--- src/rtl/free_list.sv ---
// Physical register free list: circular buffer of free PR tags with alloc, free and retired-alloc pointers.
// Define FREELIST_CHECK_EN to add the sticky fl_error occupancy checker output.
module free_list #(
    parameter int unsigned ARCH_COUNT = 32,
    parameter int unsigned PHYS_REGS  = 64,
    parameter int unsigned N          = 3,
    localparam int unsigned PRW       = $clog2(PHYS_REGS),
    localparam int unsigned CAP       = PHYS_REGS - ARCH_COUNT,
    localparam int unsigned CW        = PRW + 1
) (
    input  logic               clock,
    input  logic               reset,
    input  logic [N-1:0]       alloc_req,
    output logic [N*PRW-1:0]   alloc_pr,
    output logic               alloc_ok,
    input  logic [N-1:0]       free_en,
    input  logic [N*PRW-1:0]   free_pr,
    input  logic               BPRecoverEN,
    output logic [CW-1:0]      free_count
`ifdef FREELIST_CHECK_EN
    ,
    output logic               fl_error
`endif
);

    localparam int unsigned CW1 = CW + 1;

    logic [CW-1:0]  head_q, head_d;
    logic [CW-1:0]  tail_q, tail_d;
    logic [CW-1:0]  arch_q, arch_d;
    logic [PRW-1:0] entry_q [PHYS_REGS];
    logic [PRW-1:0] entry_d [PHYS_REGS];
    logic [CW-1:0]  alloc_cnt;
    logic [CW-1:0]  free_cnt;

    assign free_count = tail_q - head_q;

    // Each lane reads the entry past all requests in older lanes, requested or not.
    always_comb begin
        alloc_pr  = '0;
        alloc_cnt = '0;
        for (int l = int'(N) - 1; l >= 0; l--) begin
            alloc_pr[l*PRW +: PRW] = entry_q[PRW'(head_q + alloc_cnt)];
            alloc_cnt              = alloc_cnt + CW'(alloc_req[l]);
        end
    end

    // All-or-nothing grant against the start-of-cycle count only.
    assign alloc_ok = (alloc_cnt <= free_count) && !BPRecoverEN;

    always_comb begin
        entry_d  = entry_q;
        free_cnt = '0;
        for (int l = int'(N) - 1; l >= 0; l--) begin
            if (free_en[l]) begin
                entry_d[PRW'(tail_q + free_cnt)] = free_pr[l*PRW +: PRW];
                free_cnt                         = free_cnt + CW'(1);
            end
        end
        tail_d = tail_q + free_cnt;
        arch_d = arch_q + free_cnt;
        head_d = head_q;
        // Recovery rewinds head onto the post-retire arch_head, reclaiming wrong-path tags.
        if (BPRecoverEN) begin
            head_d = arch_d;
        end else if (alloc_ok) begin
            head_d = head_q + alloc_cnt;
        end
    end

    always_ff @(posedge clock or negedge reset) begin
        if (!reset) begin
            head_q <= '0;
            arch_q <= '0;
            tail_q <= CW'(CAP);
            for (int unsigned i = 0; i < PHYS_REGS; i++) begin
                entry_q[PRW'(i)] <= (i < CAP) ? PRW'(ARCH_COUNT + i) : '0;
            end
        end else begin
            head_q  <= head_d;
            arch_q  <= arch_d;
            tail_q  <= tail_d;
            entry_q <= entry_d;
        end
    end

`ifdef FREELIST_CHECK_EN
    logic [CW-1:0] grant_cnt;
    logic [CW1-1:0] occ_next;
    logic          fl_error_d;

    // Flag over-free beyond capacity or a grant larger than the free pool.
    always_comb begin
        grant_cnt  = alloc_ok ? alloc_cnt : '0;
        occ_next   = {1'b0, free_count} + {1'b0, free_cnt} - {1'b0, grant_cnt};
        fl_error_d = fl_error | (occ_next > CW1'(CAP)) | (grant_cnt > free_count);
    end

    always_ff @(posedge clock or negedge reset) begin
        if (!reset) begin
            fl_error <= 1'b0;
        end else begin
            fl_error <= fl_error_d;
        end
    end
`endif

endmodule

--- config.mk ---
export PLATFORM = sky130hd
export DESIGN_NAME = free_list
export DESIGN_NICKNAME = d
export VERILOG_FILES = /design/src/rtl/free_list.sv
export SDC_FILE = /design/constraint.sdc
export NUM_CORES = 2
export LEC_CHECK = 0
export BUFFER_PORTS_ARGS = -buffer_cell sky130_fd_sc_hd__buf_2
export CAP_MARGIN = 25
export CORE_MARGIN = 2
export CORE_UTILIZATION = 65
export DETAILED_ROUTE_END_ITERATION = 7
export PLACE_DENSITY_LB_ADDON = 0.1
export SETUP_SLACK_MARGIN = 0.4
export SYNTH_ARGS = -nofsm -noshare
export SYNTH_HDL_FRONTEND = slang
export SYNTH_SLANG_ARGS = --single-unit
--- constraint.sdc ---
create_clock -name clock -period 11.12 [get_ports clock]
set_clock_uncertainty 0.05 [all_clocks]
set_input_delay 2.224 -clock clock [delete_from_list [all_inputs] [get_ports clock]]
set_output_delay 2.224 -clock clock [all_outputs]
set_load 0.05 [all_outputs]
==> impl_metrics.csv <==
group,metric,value,unit
worst_setup_path,cp_slowest_cell,"fa_4",
die,start_util,66.0,%
layout,drive_above_1_share,51.5,%
pwr,power.density,365,mW/mm^2
worst_setup_path,slowest_delay,1470,ps
cts,cts-hold-fix-buffers,0,
global_routing,grt_pass1_wl,203000,um
run,drv_cap,0,
placed_design,post-place-ws,2180,ps
detailed_routing,wire_per_inst,39.1,um
logic_synthesis,yosysWarnings,0,
logic_synthesis,async_flop_share,100,%
die,pin_count,53,
cts,cts_root_buf,"clkbuf_16",
timing,grt_setup_unrepaired,"false",
pwr,ir_drop,0.713,mV
timing,setup_viol_count_final,0,
logic_synthesis,avgSynthCellArea,11.9,sq um
placed_design,placed_area,0.0364,sq mm
logic_synthesis,synth-seq-area-share,28.7,%
logic_synthesis,netlist_area,0.0357,sq mm
cts,insertion_delay,630,ps
logic_synthesis,synth-edff-count,0,
timing,fin_crit_sh,82.4,%
logic_synthesis,synth.largest_area_cell,"mux2_2",
layout,final_design_area_no_fill,0.0382,sq mm
detailed_routing,viasPerCell,8.13,
worst_setup_path,startpoint,"alloc_req[2]",
timing,fin_hold_ws,452,ps
global_routing,grt-ovfl-total,0,
worst_setup_path,path_cells,"buf_2 -> ha_1 -> ha_4 -> inv_1 -> fa_4 -> buf_4 -> mux4_2 -> mux4_2 -> mux2i_1 -> mux2i_1 -> buf_2",
global_routing,antenna_found_initial,15,
die,num_rows,85,
cts,cts_setup_buffers,0,
layout,fin_nets,2951,
cts,numCtsBuffers,47,
cts,cts_max_path_buffers,3,
detailed_routing,drt_iter0_drc,4408,
global_routing,grt_pass1_vias,28740,
pwr,leakagePower,0.0151,uW
timing,fin_setup_tns,0,ps
cts,cts_resized,0,
worst_setup_path,path_max_fanout,61,
worst_setup_path,worstPathRequired,8850,ps
logic_synthesis,netlist.area_leader.share,23.6,%
cts,clk_pin_slew_worst_paths,60,ps
die,die_x,239,um
worst_setup_path,worstPathArrival,6890,ps
placed_design,gp_congestion,1.02,
logic_synthesis,syn_nets,3072,
worst_setup_path,critPathLaunchType,"input port",
die,die_h,239,um
timing,slew_viol_final,0,
logic_synthesis,synthFlopType,"dfrtp_1",
timing,setup_ws,1960,ps
cts,cts_tree,"built",
die,die_area,0.0569,sq mm
detailed_routing,drc,0,
logic_synthesis,synth_commonest_cells,"mux2_2, mux4_2, nand2_1",
logic_synthesis,synth-seq-cells,405,
detailed_routing,drtPass1Iterations,5,
cts,htreeDepth,2,
placed_design,hpwlAfterDp,93300,um
logic_synthesis,ys_top_cells_by_area,"mux2_2, mux4_2, dfrtp_1",
detailed_routing,vias,29480,
global_routing,track_usage,50.2,%
die,core-area,0.0541,sq mm
hold_path,hold_start,"arch_q[6]",
logic_synthesis,yosysUniqueCellTypes,69,
cts,cts.sinks,405,
placed_design,portBuffers,52,
global_routing,grt_max_degree,160,
layout,postLayoutCoreUtil,70.6,%
logic_synthesis,syn_inst,3007,
worst_setup_path,end_kind,"primary output",
worst_setup_path,crit_type,"in2out",
timing,timing.fmax,0.109,GHz
timing,tightest_slew,1350,ps
layout,syn_to_final_growth,6.91,%
worst_setup_path,r2r_start,"tail_q[0]",
hold_path,holdCritPathClass,"reg2reg",
timing,hold_viol_final,0,
detailed_routing,ant_nets,0,
detailed_routing,totalWireLength,142000,um
timing,min_period,9160,ps
status,outcome,"complete, no violations",
logic_synthesis,post-synth-top-count-cell,"mux2_2",
timing,slew_headroom,10.2,%
final timing paths:
path,slack [ps],cells after the start,end
min in group asynchronous,1660,1,entry_q[235]
max in group asynchronous,7790,2,entry_q[363]
worst max-delay path,1960,11,alloc_pr[2]
worst max register to register,6760,7,entry_q[326]
worst min-delay path,450,1,arch_q[6]
worst min register to register,450,1,arch_q[6]
sequential cells by signal, indices dropped and copies added (netlist names):
name,flops
head_q,7
entry_q,384
tail_q,7
arch_q,7
final cells by class:
cell class              count  area (sq um)
multi-input cells        2268         24300
fillers                  3827         15900
flip-flops and latches    405         10300
clock buffers              65          1380
repair buffers            137           991
well taps                 696           871
clock inverters            20           262
inverters                  27           101
diodes                      9          22.5
kinds of logic (layout without fill, tap and decap cells):
kind of cell / after synthesis / in the layout / synth area share (%)
adder cells (fa/ha/maj): 38 / 38 / 1.46
buffers and inverters: 334 / 249 / 3.81
AO/OA/AOI/OAI: 324 / 324 / 5.59
XOR/XNOR: 36 / 36 / 0.882
other: 0 / 9 / 0
AND/OR/NAND/NOR: 534 / 534 / 7.09
flip-flops: 405 / 405 / 28.7
multiplexers: 1336 / 1336 / 52.4
report_power, final:
group / internal [uW] / switching [uW]
combinational: 4160 / 4660
sequential: 2290 / 1150
clock: 1000 / 700
total: 7450 / 6520
per-stage QoR:
stage,std cells,power (uW)
floorplan,3007,9170
global placement,3509,11500
detailed placement,3515,11800
CTS,3600,13500
global route,3618,14300
finish,3627,14000
critical path: cells and delay by family:
kind | cells | cell delay (ps)
buf+inv | 4 | 1060
mux | 4 | 1530
fa+ha+maj | 3 | 1960
cell usage in the layout (no fill, tap or decap), types with 7 or more instances in the layout:
master / synthesis / layout
nor4_1: 14 / 7
o21ai_0: 179 / 179
buf_2: 63 / 58
nor3_4: 5 / 7
nor4_2: 6 / 13
ha_1: 32 / 29
dfrtp_1: 292 / 290
a21oi_1: 30 / 30
o21ai_1: 26 / 26
or3_1: 9 / 9
nor2b_1: 11 / 11
or2_2: 7 / 7
clkinv_2: 0 / 10
mux2i_1: 225 / 225
nand2b_1: 8 / 8
clkbuf_16: 0 / 49
clkbuf_8: 0 / 9
nor3_2: 8 / 8
mux2_1: 9 / 9
a22oi_1: 18 / 17
nor3_1: 9 / 7
clkbuf_1: 209 / 7
xnor2_1: 25 / 20
nor2_1: 76 / 75
or4_1: 16 / 16
nand2_1: 315 / 315
mux4_2: 353 / 353
dfstp_2: 113 / 113
nand3_1: 13 / 13
xor2_1: 11 / 9
diode_2: 0 / 9
inv_1: 26 / 25
nand4_1: 10 / 10
buf_4: 6 / 65
and3_1: 7 / 7
a2111oi_2: 8 / 8
a211oi_1: 11 / 11
mux2_2: 749 / 749
layer usage:
layer	up-vias	GRT usage, %	part of all wire (%)
met5	-	0.346	0.097
li1	11304	-	-
met4	20	30.4	7.7
met2	2701	70.6	42
met1	14717	63.2	34
met3	738	23.2	16
Power figures use the tool's default switching activity.
